File: config.mk
export PLATFORM = sky130hd
export DESIGN_NAME = uart_receiver
export DESIGN_NICKNAME = d
export VERILOG_FILES = /design/src/rtl/uart_pkg.sv /design/src/rtl/uart_rx_tick_gen.sv /design/src/rtl/uart_receiver.sv
export SDC_FILE = /design/constraint.sdc
export NUM_CORES = 1
export LEC_CHECK = 0
export ABC_AREA = 1
export BUFFER_PORTS_ARGS = -buffer_cell sky130_fd_sc_hd__buf_2
export CAP_MARGIN = 20
export CORE_MARGIN = 2
export CORE_UTILIZATION = 54
export DETAILED_ROUTE_END_ITERATION = 16
export PLACE_DENSITY_LB_ADDON = 0.12
export SLEW_MARGIN = 20
export SYNTH_ARGS = -nofsm -noshare
export SYNTH_HDL_FRONTEND = slang
export SYNTH_HIERARCHICAL = 1
export SYNTH_SLANG_ARGS = --single-unit
File: constraint.sdc
create_clock -name clk -period 1.8 [get_ports clk]
set_clock_uncertainty 0.2 [all_clocks]
set_input_delay 0.09 -clock clk [delete_from_list [all_inputs] [get_ports clk]]
set_output_delay 0.09 -clock clk [all_outputs]
set_load 0.005 [all_outputs]
File: src/rtl/uart_pkg.sv
`default_nettype none
// ============================================================================
//  Module      : uart_pkg
//  Description : Shared UART constants: default line settings, oversampling
//                factor and receiver state encoding.
//  Revision    : 1.0 - initial release
// ============================================================================
package uart_pkg;

    // Defaults shared with uart_transmitter so both ends agree on the line rate
    localparam int c_DEFAULT_CLK_FREQ  = 100_000_000;
    localparam int c_DEFAULT_BAUD_RATE = 9600;
    localparam int c_OVERSAMPLE        = 16;

    localparam logic [2:0] c_ST_IDLE  = 3'd0;
    localparam logic [2:0] c_ST_START = 3'd1;
    localparam logic [2:0] c_ST_DATA  = 3'd2;
    localparam logic [2:0] c_ST_STOP  = 3'd3;
    localparam logic [2:0] c_ST_BREAK = 3'd4;

endpackage : uart_pkg
`default_nettype wire

File: src/rtl/uart_rx_tick_gen.sv
`default_nettype none
// ============================================================================
//  Module      : uart_rx_tick_gen
//  Description : Free-running divider emitting a one-clock tick every DIV
//                clocks (when the count reaches DIV-1).
//  Revision    : 1.0 - initial release
// ============================================================================
module uart_rx_tick_gen #(
    parameter int DIV = 651
) (
    input  logic clk,
    input  logic rst,
    output logic o_tick
);

    localparam int             c_CW   = (DIV > 1) ? $clog2(DIV) : 1;
    localparam logic [c_CW-1:0] c_LAST = c_CW'(DIV - 1);

    logic [c_CW-1:0] r_cnt;
    logic            w_wrap;

    assign w_wrap = (r_cnt == c_LAST);

    always_ff @(posedge clk or posedge rst) begin
        if (rst) begin
            r_cnt <= '0;
        end else if (w_wrap) begin
            r_cnt <= '0;
        end else begin
            r_cnt <= r_cnt + 1'b1;
        end
    end

    assign o_tick = w_wrap;

endmodule : uart_rx_tick_gen
`default_nettype wire

File: src/rtl/uart_receiver.sv
`default_nettype none
// ============================================================================
//  Module      : uart_receiver
//  Description : 8N1 UART receiver, 16x oversampled with mid-bit sampling.
//                Emits one-clock data_valid / frame_err pulses.
//  Revision    : 1.0 - initial release
// ============================================================================
module uart_receiver
    import uart_pkg::*;
#(
    parameter int CLK_FREQ   = c_DEFAULT_CLK_FREQ,
    parameter int BAUD_RATE  = c_DEFAULT_BAUD_RATE,
    parameter int OVERSAMPLE = c_OVERSAMPLE
) (
    input  logic       clk,
    input  logic       rst,
    input  logic       rx,
    output logic [7:0] data_out,
    output logic       data_valid,
    output logic       frame_err,
    output logic       busy
);

    localparam int TICK_DIV = CLK_FREQ / (BAUD_RATE * OVERSAMPLE);

    logic       r_rx_meta;
    logic       r_rx_s;
    logic       w_tick;

    logic [2:0] r_state,     w_state_nxt;
    logic [3:0] r_os_cnt,    w_os_cnt_nxt;
    logic [2:0] r_bit_cnt,   w_bit_cnt_nxt;
    logic [7:0] r_shift,     w_shift_nxt;
    logic [7:0] r_data_out,  w_data_out_nxt;
    logic       r_valid,     w_valid_nxt;
    logic       r_ferr,      w_ferr_nxt;

    uart_rx_tick_gen #(
        .DIV (TICK_DIV)
    ) u_tick_gen (
        .clk    (clk),
        .rst    (rst),
        .o_tick (w_tick)
    );

    // Synchronizer resets to the idle line level so reset never fakes a start
    always_ff @(posedge clk or posedge rst) begin
        if (rst) begin
            r_rx_meta <= 1'b1;
            r_rx_s    <= 1'b1;
        end else begin
            r_rx_meta <= rx;
            r_rx_s    <= r_rx_meta;
        end
    end

    always_ff @(posedge clk or posedge rst) begin
        if (rst) begin
            r_state    <= c_ST_IDLE;
            r_os_cnt   <= 4'd0;
            r_bit_cnt  <= 3'd0;
            r_shift    <= 8'h00;
            r_data_out <= 8'h00;
            r_valid    <= 1'b0;
            r_ferr     <= 1'b0;
        end else begin
            r_state    <= w_state_nxt;
            r_os_cnt   <= w_os_cnt_nxt;
            r_bit_cnt  <= w_bit_cnt_nxt;
            r_shift    <= w_shift_nxt;
            r_data_out <= w_data_out_nxt;
            r_valid    <= w_valid_nxt;
            r_ferr     <= w_ferr_nxt;
        end
    end

    always_comb begin
        w_state_nxt    = r_state;
        w_os_cnt_nxt   = r_os_cnt;
        w_bit_cnt_nxt  = r_bit_cnt;
        w_shift_nxt    = r_shift;
        w_data_out_nxt = r_data_out;
        w_valid_nxt    = 1'b0;
        w_ferr_nxt     = 1'b0;

        if (w_tick) begin
            case (r_state)
                c_ST_IDLE: begin
                    if (!r_rx_s) begin
                        w_state_nxt  = c_ST_START;
                        w_os_cnt_nxt = 4'd0;
                    end
                end
                c_ST_START: begin
                    if (r_os_cnt == 4'd7) begin
                        // A start bit that is high again at its centre was noise
                        if (!r_rx_s) begin
                            w_state_nxt   = c_ST_DATA;
                            w_os_cnt_nxt  = 4'd0;
                            w_bit_cnt_nxt = 3'd0;
                        end else begin
                            w_state_nxt = c_ST_IDLE;
                        end
                    end else begin
                        w_os_cnt_nxt = r_os_cnt + 4'd1;
                    end
                end
                c_ST_DATA: begin
                    if (r_os_cnt == 4'd15) begin
                        w_shift_nxt   = {r_rx_s, r_shift[7:1]};
                        w_os_cnt_nxt  = 4'd0;
                        w_bit_cnt_nxt = r_bit_cnt + 3'd1;
                        if (r_bit_cnt == 3'd7) begin
                            w_state_nxt = c_ST_STOP;
                        end
                    end else begin
                        w_os_cnt_nxt = r_os_cnt + 4'd1;
                    end
                end
                c_ST_STOP: begin
                    if (r_os_cnt == 4'd15) begin
                        w_os_cnt_nxt = 4'd0;
                        if (r_rx_s) begin
                            w_data_out_nxt = r_shift;
                            w_valid_nxt    = 1'b1;
                            w_state_nxt    = c_ST_IDLE;
                        end else begin
                            w_ferr_nxt  = 1'b1;
                            w_state_nxt = c_ST_BREAK;
                        end
                    end else begin
                        w_os_cnt_nxt = r_os_cnt + 4'd1;
                    end
                end
                c_ST_BREAK: begin
                    // Wait out a held-low line so it cannot re-trigger a start
                    if (r_rx_s) begin
                        w_state_nxt = c_ST_IDLE;
                    end
                end
                default: begin
                    w_state_nxt = c_ST_IDLE;
                end
            endcase
        end
    end

    assign data_out   = r_data_out;
    assign data_valid = r_valid;
    assign frame_err  = r_ferr;
    assign busy       = (r_state != c_ST_IDLE);

endmodule : uart_receiver
`default_nettype wire
==> run_results.csv, run 1 <==
group,metric,value,unit
timing,worst_pin_slew,0.398,ns
global_route,antenna_found_initial,0,
die,die_w,66.4,µm
placement,gp_congestion,0.926,
global_route,first_global_vias,1558,
clock_tree,root_buffer,"clkbuf_8",
timing,setup_viol,0,
die,ios,14,
synth,synthCells,238,
job,maxCapViolCount,0,
timing,clock.fmax,561,MHz
global_route,overflow,0,
global_route,grt_pass1_wl,6.97,mm
synth,syn_area_per_cell,8.83,µm²
clock_tree,clk_path_buf_depth,2,
synth,syn_nets,246,
timing,finalHoldViolations,0,
die,core-area,3690,µm²
timing,slew_headroom,0.734,
clock_tree,path_clk_slew,0.08,ns
drt,num_vias,1649,
synth,yosysSeqAreaShare,0.477,
timing,maxSlewViolCount,0,
setup_path,end_kind,"flip-flop",
setup_path,arrival,1.77,ns
drt,drt-initial-drc-count,84,
timing,period_minus_slack,1.78,ns
cells_and_area,fin_util,0.697,
placement,io_buffer_count,13,
synth,yosys_warnings,6,
setup_path,worstPathMaxFanout,8,
synth,synth_top_area_cell,"dfrtp_1",
synth,synth.distinct_cells,30,
timing,setup_ws,0.0189,ns
min_path,hp-class,"primary input to async pin",
drt,routedWlPerCell,12.8,µm
placement,dpl.hpwl,2.81,mm
drt,routed_via_density,5.12,
pwr,powerDensity,664,nW/µm²
setup_path,start_kind,"flip-flop",
cells_and_area,fillers,308,
drt,antenna_left,0,
timing,rsz0062_at_grt,"yes",
clock_tree,cts_tree,"yes",
placement,pre_cts_slack,-0.0295,ns
pwr,p_leak,0.00126,µW
die,initial_core_util,0.570,
drt,route.final.wire_length,4.11,mm
die,die_area,4410,µm²
outcome,status,"complete, no violations",
clock_tree,clock-sinks,40,
synth,syn_area,2100,µm²
pwr,vdd_ir_drop_max,0.000436,V
setup_path,cp.required,1.79,ns
global_route,grt_max_degree,31,
drt,drc_errors,0,
synth,yosys.area.top_type_share,0.452,
global_route,track_usage,0.209,
die,rows,22,
timing,fin_crit_sh,0.989,
clock_tree,cts_buffers,5,
cells_and_area,final_nets,281,
die,dieHeight,66.4,µm
synth,synth.area.top_cells,"dfrtp_1, nand2_1, o21ai_2, inv_1, nand3_1",
setup_path,critical_path_class,"flip-flop to flip-flop",
cells_and_area,drive_gt1_frac,0.391,
clock_tree,insertion_delay,0.29,ns
drt,dr.pass1.iters,4,
clock_tree,htree_num_levels,2,
synth,synth.ff_latch_count,40,
cells_and_area,synthToLayoutAreaGrowth,22.4,%
cells_and_area,antenna_cells,0,
[repair_timing]
item                                    in CTS  in global routing
endpoints found under the hold margin       41                  0
buffers inserted                             0                  3
resized for setup                            3                 27
pin swaps                                    0                  3
endpoints found under the setup margin      11                 27
gates cloned                                 1                  1
hold buffers                                 2                  0
[cell families after synthesis]
logic type / count (synthesis) / synth area share
flip-flops: 40 / 0.477
adder cells (fa/ha/maj): 5 / 0.0298
AND/OR/NAND/NOR: 121 / 0.289
AO/OA/AOI/OAI: 29 / 0.108
XOR/XNOR: 4 / 0.0167
buffers and inverters: 39 / 0.0792
[cell usage after synthesis, drive strengths merged]
cell type and count:
dfrtp 38, o21ai 18, clkinv 1, xnor2 2, xor2 2, nand3 20, nor2 30, inv 34
ha 5, a31o 1, dfstp 2, nor3 1, a21oi 4, nand4 5, buf 4, o21bai 6
or2 1, nand2 64
[layout by cell type (no fill, tap or decap), types with 3 or more instances in the layout]
| cell type | n |
|---|---|
| a21oi_1 | 3 |
| buf_2 | 13 |
| buf_4 | 13 |
| clkbuf_8 | 6 |
| dfrtp_1 | 38 |
| ha_1 | 4 |
| inv_1 | 25 |
| inv_2 | 7 |
| nand2_1 | 45 |
| nand2_2 | 18 |
| nand3_1 | 13 |
| nand3_2 | 3 |
| nand3_4 | 5 |
| nand4_1 | 5 |
| nor2_1 | 18 |
| nor2_2 | 8 |
| nor2_4 | 3 |
| o21ai_2 | 16 |
| o21bai_1 | 6 |
[state kept, by name (all words and copies together) (netlist names)]
signal,count
data_out,8
data_valid,1
frame_err,1
r_bit_cnt,3
r_os_cnt,4
r_rx_meta,1
r_rx_s,1
r_shift,8
r_state,3
u_tick_gen/r_cnt,10
[final cells by class]
type,count,area (µm²),share of cell area
Tap cell,48,60.1,0.0233
Inverter,35,136,0.0530
Timing Repair Buffer,30,205,0.0798
Clock inverter,2,38.8,0.0151
Multi-Input combinational cell,161,1050,0.407
Clock buffer,6,82.6,0.0321
Sequential cell,40,1000,0.390
[stage by stage]
step                area (µm²)  hold slack, ns  TNS, ns  cells  total power, µW
finish                    2570           0.125        0    322             1710
floorplan                 2110          -0.270  -0.0849    238              939
CTS                       2460           0.129        0    318             1720
global placement          2290          -0.101        0    307              949
detailed placement        2290         -0.0974   -0.161    307              949
global route              2570           0.159    -2.15    322             1760
[metal layers]
metal  global-route usage  wire length [µm]  vias to the layer above
met5                    0                 0                        -
met4               0.0612                43                        0
met3               0.0460               121                        5
met2                0.333              2000                       23
met1                0.287              1940                      793
li1                     -                 -                      828
[worst paths after layout]
kind	start	end	slack, ns	cells after the start
min in group clk	r_rx_meta$_DFF_PP1_	r_rx_s$_DFF_PP1_	0.16	0
max	u_tick_gen/r_cnt[0]$_DFF_PP0_	r_shift[2]$_DFFE_PP0P_	0.02	12
min reg2reg	r_rx_meta$_DFF_PP1_	r_rx_s$_DFF_PP1_	0.16	0
min	rst	u_tick_gen/r_cnt[2]$_DFF_PP0_	0.13	3
max in group asynchronous	rst	r_rx_meta$_DFF_PP1_	0.86	4
max reg2reg	u_tick_gen/r_cnt[0]$_DFF_PP0_	r_shift[2]$_DFFE_PP0P_	0.02	12
[worst max-delay path, stage by stage, from the launching register on]
cell and delay [ns]:
dfrtp_1 0.38, inv_1 0.06, ha_1 0.14, nand2_1 0.06, nor2_2 0.09, nand3_2 0.10, inv_2 0.10, inv_4 0.06
nor2_8 0.14, buf_6 0.14, nand2_8 0.08, nand2_1 0.08, o21ai_2 0.05
[power by group]
group,internal (µW),leakage (µW),switching [µW],total (µW)
Combinational,7.26,0.000664,20.6,27.8
Clock,453,0.0000614,319,772
Sequential,902,0.000538,4.82,907
(Power assumes the default switching activity.)
==> run 2, diff against run 1 <==
- CELL_PAD_IN_SITES_DETAIL_PLACEMENT: default -> 2
- CELL_PAD_IN_SITES_GLOBAL_PLACEMENT: default -> 2
- CORE_UTILIZATION: 54 -> 33
==> run_results.csv, run 2 (same netlist as run 1, synthesis figures left out) <==
group,metric,value,unit
outcome,status,"finished with violations",
outcome,violations,"setup timing",
timing,period_minus_slack,1.92,ns
pwr,p_leak,0.00128,µW
pwr,power_frac_seq,0.534,
global_route,first_global_vias,1840,
drt,route.final.wire_length,5.42,mm
timing,setup_viol,27,
timing,worst_pin_slew,0.417,ns
global_route,grt_use_met2,0.269,
global_route,met3_usage,0.0366,
cells_and_area,fin_area,2650,µm²
drt,drc_errors,0,
placement,pre_cts_slack,-0.125,ns
global_route,grt_util_met1,0.224,
global_route,track_usage,0.165,
clock_tree,clk_path_buf_depth,2,
global_route,overflow,0,
cells_and_area,fin_util,0.424,
timing,maxSlewViolCount,0,
drt,routed_via_density,4.79,
clock_tree,cts_tree,"yes",
clock_tree,path_clk_slew,0.09,ns
drt,drt-initial-drc-count,26,
drt,dr.pass1.iters,4,
die,ios,14,
setup_path,critical_path_class,"flip-flop to flip-flop",
timing,setup_ws,-0.121,ns
drt,num_vias,1707,
pwr,p_switching,372,µW
setup_path,start_kind,"flip-flop",
placement,gp_congestion,0.701,
global_route,grt.busiest_layer,"met2",
job,maxCapViolCount,0,
timing,clock.fmax,521,MHz
clock_tree,clock-sinks,40,
cells_and_area,largest_reg_flops,10,
die,initial_core_util,0.337,
clock_tree,root_buffer,"clkbuf_8",
timing,rsz0062_at_grt,"yes",
cells_and_area,synthToLayoutAreaGrowth,26.0,%
cells_and_area,antenna_cells,0,
setup_path,end_kind,"flip-flop",
cells_and_area,drive_gt1_frac,0.405,
clock_tree,htree_num_levels,2,
die,die_area,7020,µm²
global_route,antenna_found_initial,0,
cells_and_area,final_nets,286,
pwr,swShare,0.219,
clock_tree,insertion_delay,0.30,ns
placement,dpl.hpwl,3.70,mm
cells_and_area,fillers,715,
pwr,power.internal,1330,µW
timing,fin_crit_sh,1.07,
timing,finalHoldViolations,0,
pwr,powerDensity,642,nW/µm²
global_route,grt_pass1_wl,9.20,mm
pwr,vdd_ir_drop_max,0.000502,V
die,dieHeight,83.8,µm
die,die_w,83.8,µm
pwr,p_clk_frac,0.449,
pwr,combPwrFrac,0.017,
setup_path,arrival,1.92,ns
die,core-area,6240,µm²
timing,setup_tns,-1.57,ns
cells_and_area,top_register,"u_tick_gen/r_cnt",
timing,slew_headroom,0.722,
placement,io_buffer_count,13,
cells_and_area,most-common-layout-cells,"nand2_1, dfrtp_1, inv_1",
min_path,hp-class,"primary input to async pin",
die,rows,29,
placement,dpl_cell_area,2330,µm²
drt,antenna_left,0,
drt,routedWlPerCell,15.2,µm
setup_path,reg2reg_depth,11,
setup_path,cp.required,1.80,ns
cells_and_area,final_common_cell,"nand2_1",
clock_tree,cts_buffers,5,
global_route,grt_max_degree,31,
setup_path,worstPathMaxFanout,8,
run 2: changes by cell type in the layout (fill, tap and decap cells not counted), moves of 2 or more:
cell / delta
buf_4: +6
inv_2: +3
inv_1: -2
nor2_2: -2
run 2: layout make-up:
| class | count | area, µm² | area share |
|---|---|---|---|
| multi-input cells | 160 | 1040 | 0.394 |
| well taps | 77 | 96.3 | 0.0364 |
| clock buffers | 5 | 68.8 | 0.0260 |
| inverters | 35 | 134 | 0.0505 |
| flip-flops and latches | 40 | 1000 | 0.379 |
| clock inverters | 3 | 47.5 | 0.0179 |
| repair buffers | 36 | 254 | 0.0959 |
run 2: stage by stage:
step / hold slack (ns) / std cells / power [µW]
after global routing: 0.166 / 356 / 1770
after CTS: 0.145 / 350 / 1730
after detailed placement: -0.0729 / 337 / 951
after floorplan: -0.270 / 238 / 939
final: 0.123 / 356 / 1700
after global placement: -0.0764 / 337 / 951
run 2: power groups by stage:
| stage | Sequential, µW | Combinational [µW] | Clock, µW |
|---|---|---|---|
| 3_3_place_gp | 924 | 27.2 | 0 |
| 4_1_cts | 907 | 31.0 | 793 |
| 5_1_grt | 908 | 34.5 | 829 |
| 3_5_place_dp | 924 | 27.5 | 0 |
| 2_1_floorplan | 920 | 19.4 | 0 |
| 6_report | 907 | 29.0 | 763 |
run 2: final timing paths:
kind | start | end | slack (ns)
worst max-delay path | u_tick_gen/r_cnt[0]$_DFF_PP0_ | data_out[5]$_DFFE_PP0P_ | -0.12
worst min-delay path | rst | u_tick_gen/r_cnt[1]$_DFF_PP0_ | 0.12
worst max register to register | u_tick_gen/r_cnt[0]$_DFF_PP0_ | data_out[5]$_DFFE_PP0P_ | -0.12
worst min register to register | r_rx_meta$_DFF_PP1_ | r_rx_s$_DFF_PP1_ | 0.16
max in group asynchronous | rst | r_rx_meta$_DFF_PP1_ | 0.84
min in group clk | r_rx_meta$_DFF_PP1_ | r_rx_s$_DFF_PP1_ | 0.16
run 2: repair_timing:
item | in CTS | in global routing
hold endpoints to repair | 39 | 0
gates cloned | 1 | 0
gates resized for setup | 11 | 22
setup buffers | 2 | 6
pin swaps | 2 | 20
hold buffers | 2 | 0
setup endpoints to repair | 19 | 28
run 2: critical path, cell delays in order (launching register included):
cell and delay (ns):
dfrtp_1 0.39, inv_2 0.07, ha_4 0.13, nand2_2 0.05, nor2_2 0.12, nand3_2 0.10, inv_2 0.11, inv_4 0.06
nor2_8 0.19, nand3_4 0.20, nand2_2 0.13, o21ai_2 0.06
run 2: per-layer routing:
metal	part of all wire	routed length, µm	up-vias
met5	0	0	-
met1	0.45	2430	848
met2	0.52	2790	14
met3	0.023	123	9
met4	0.013	69	0
li1	-	-	836
==> run 3, diff against run 2 <==
- ABC_AREA: 1 -> default
- CORE_UTILIZATION: 33 -> 36
==> run_results.csv, run 3 <==
group,metric,value,unit
outcome,status,"finished with violations",
outcome,violations,"setup timing",
setup_path,start_kind,"flip-flop",
placement,pre_cts_slack,-0.679,ns
synth,synth.ff_latch_count,40,
synth,yosys_warnings,6,
min_path,hold_path_end,"r_rx_s$_DFF_PP1_",
synth,synth-main-ff-cell,"dfrtp_1",
global_route,overflow,0,
cells_and_area,largest_reg_flops,10,
clock_tree,root_buffer,"clkbuf_8",
drt,route.final.wire_length,7.45,mm
clock_tree,cts_buffers,5,
clock_tree,clk_path_buf_depth,2,
setup_path,critical_path_class,"flip-flop to flip-flop",
pwr,p_leak,0.00142,µW
clock_tree,htree_num_levels,2,
setup_path,end_kind,"flip-flop",
synth,synth_top_area_cell,"dfrtp_1",
setup_path,reg2reg_from,"u_tick_gen/r_cnt[0]$_DFF_PP0_",
timing,setup_ws,-0.750,ns
synth,async_flop_share,1.00,
synth,synthMuxAreaShare,0.101,
timing,setup_viol,34,
synth,syn_nets,165,
clock_tree,path_clk_slew,0.09,ns
global_route,antenna_found_initial,0,
synth,syn_area_per_cell,12.1,µm²
synth,synth.most_common_cell,"dfrtp_1",
drt,dr.pass1.iters,4,
setup_path,reg2reg_depth,10,
min_path,min_from,"r_rx_meta$_DFF_PP1_",
timing,worst_pin_slew,0.565,ns
synth,synth.distinct_cells,47,
synth,yosysSeqAreaShare,0.527,
die,rows,26,
cells_and_area,antenna_cells,0,
synth,syn_area,1900,µm²
synth,synth.area.top_cells,"dfrtp_1, mux2_2, ha_1, dfstp_2, xnor2_1",
synth,synth_compound_area_frac,0.0874,
placement,dpl.hpwl,3.64,mm
die,die_area,5890,µm²
timing,rsz0062_at_grt,"yes",
die,ios,14,
drt,antenna_left,0,
setup_path,rrSetupSlack,-0.75,ns
die,die_w,76.7,µm
drt,num_vias,1581,
synth,synthXorXnorAreaFrac,0.0322,
synth,synth_common_cells,"dfrtp_1, mux2_2, nand2_1",
synth,yosys.area.top_type_share,0.499,
timing,finalHoldViolations,0,
global_route,grt_pass1_wl,10.9,mm
min_path,hp-class,"flip-flop to flip-flop",
drt,drc_errors,0,
cells_and_area,final_common_cell,"buf_4",
clock_tree,clock-sinks,40,
die,dieHeight,76.7,µm
pwr,power.total,1710,µW
placement,io_buffer_count,13,
placement,gp_congestion,0.863,
synth,synth_fa_ha_area_frac,0.0329,
setup_path,cp.required,1.80,ns
pwr,powerDensity,607,nW/µm²
drt,routedWlPerCell,25.0,µm
cells_and_area,most-common-layout-cells,"buf_4, dfrtp_1, mux2_4",
global_route,first_global_vias,1865,
synth,synthCells,157,
setup_path,arrival,2.55,ns
clock_tree,insertion_delay,0.29,ns
job,maxCapViolCount,0,
cells_and_area,final_nets,235,
synth,synthSimpleGateAreaFrac,0.190,
timing,slew_headroom,0.622,
timing,maxSlewViolCount,0,
synth,synth_top_family_by_area,"simple AND/OR/NAND/NOR gates",
cells_and_area,drive_gt1_frac,0.513,
timing,fin_crit_sh,1.42,
cells_and_area,synthToLayoutAreaGrowth,48.1,%
cells_and_area,top_register,"u_tick_gen/r_cnt",
die,core-area,5110,µm²
cells_and_area,fillers,480,
timing,clock.fmax,392,MHz
drt,drt-initial-drc-count,77,
global_route,grt_max_degree,31,
min_path,hold_path_depth,0,
die,initial_core_util,0.373,
pwr,vdd_ir_drop_max,0.000555,V
drt,routed_via_density,5.31,
setup_path,r2r-end,"r_bit_cnt[0]$_DFFE_PP0P_",
clock_tree,cts_tree,"yes",
cells_and_area,fin_util,0.552,
global_route,track_usage,0.246,
setup_path,worstPathMaxFanout,4,
timing,period_minus_slack,2.55,ns
synth,synth_edf_count,0,
==> run 3: changes by cell type in the layout (fill, tap and decap cells not counted), sizes merged, moves of 3 or more <==
cell	previous run	this run
nor2b	0	3
nand2	64	10
nor3	1	5
and3	0	3
nor2	30	9
xnor2	2	6
mux2	0	17
inv	34	8
o21bai	6	0
buf	34	67
o21ai	18	2
nand3	21	6
==> run 3: per-stage QoR <==
stage	TNS [ns]	hold WS (ns)	cells	instance area, µm²
after floorplan	-17.05	-0.270	157	1910
after detailed placement	-15.76	-0.0729	272	2330
after global routing	-21.10	0.161	298	2820
after CTS	-15.95	0.156	290	2670
final	-19.47	0.160	298	2820
after global placement	-12.21	-0.101	272	2330
==> run 3: critical path, stage by stage (launching register included) <==
cell and delay, ns:
dfrtp_1 0.41, inv_2 0.09, ha_4 0.12, or3b_4 0.39
nor3_4 0.25, buf_6 0.14, nor4b_4 0.28, buf_4 0.23
buf_4 0.12, nor2_1 0.04, a21oi_1 0.19
==> run 3: layer usage <==
metal  GRT usage  share of wire  up-vias
met5           0              0        -
met4      0.0945          0.024        0
met3      0.0400          0.018       15
met2       0.446           0.54       25
met1       0.289           0.42      838
li1            -              -      703
==> run 3: worst max-delay path by stage <==
stage	from	endpoint	depth (start not counted)
after floorplan	u_tick_gen/r_cnt[0]$_DFF_PP0_	data_out[0]$_DFFE_PP0P_	8
after global placement	u_tick_gen/r_cnt[0]$_DFF_PP0_	r_bit_cnt[2]$_DFFE_PP0P_	8
after detailed placement	u_tick_gen/r_cnt[0]$_DFF_PP0_	r_bit_cnt[2]$_DFFE_PP0P_	8
after CTS	u_tick_gen/r_cnt[0]$_DFF_PP0_	r_shift[2]$_DFFE_PP0P_	8
after global routing	u_tick_gen/r_cnt[0]$_DFF_PP0_	r_bit_cnt[0]$_DFFE_PP0P_	10
final	u_tick_gen/r_cnt[0]$_DFF_PP0_	r_bit_cnt[0]$_DFFE_PP0P_	10
==> run 3: kinds of logic (layout without fill, tap and decap cells) <==
| group | after synthesis | count (layout) |
|---|---|---|
| and+or+nand+nor | 52 | 52 |
| DFF | 40 | 40 |
| AOI/OAI and AO/OA | 22 | 22 |
| muxes | 17 | 17 |
| buffers and inverters | 14 | 85 |
| xor gates and xnor gates | 7 | 7 |
| adders and majority gates | 5 | 5 |
==> run 3: area by class of cell <==
| cell class | instances | area, µm² | area share |
|---|---|---|---|
| inverters | 8 | 30.0 | 0.0106 |
| clock buffers | 5 | 68.8 | 0.0244 |
| well taps | 70 | 87.6 | 0.0311 |
| flip-flops and latches | 40 | 1000 | 0.356 |
| clock inverters | 3 | 42.5 | 0.0151 |
| repair buffers | 69 | 544 | 0.193 |
| multi-input cells | 103 | 1040 | 0.370 |
==> run 3: power breakdown <==
part / switching [µW] / leakage, µW / total, µW / internal (µW)
logic: 26.9 / 0.000824 / 35.4 / 8.51
clock network: 360 / 0.0000541 / 771 / 411
registers: 2.22 / 0.000538 / 904 / 902
==> run 3: timing repair <==
| action | 4_1_cts | 5_1_grt |
|---|---|---|
| hold endpoints to repair | 39 | 0 |
| pin swaps | 6 | 7 |
| hold buffers | 2 | 0 |
| endpoints found under the setup margin | 33 | 35 |
| setup buffers | 8 | 10 |
| gates resized for setup | 30 | 23 |
| cloned | 1 | 0 |
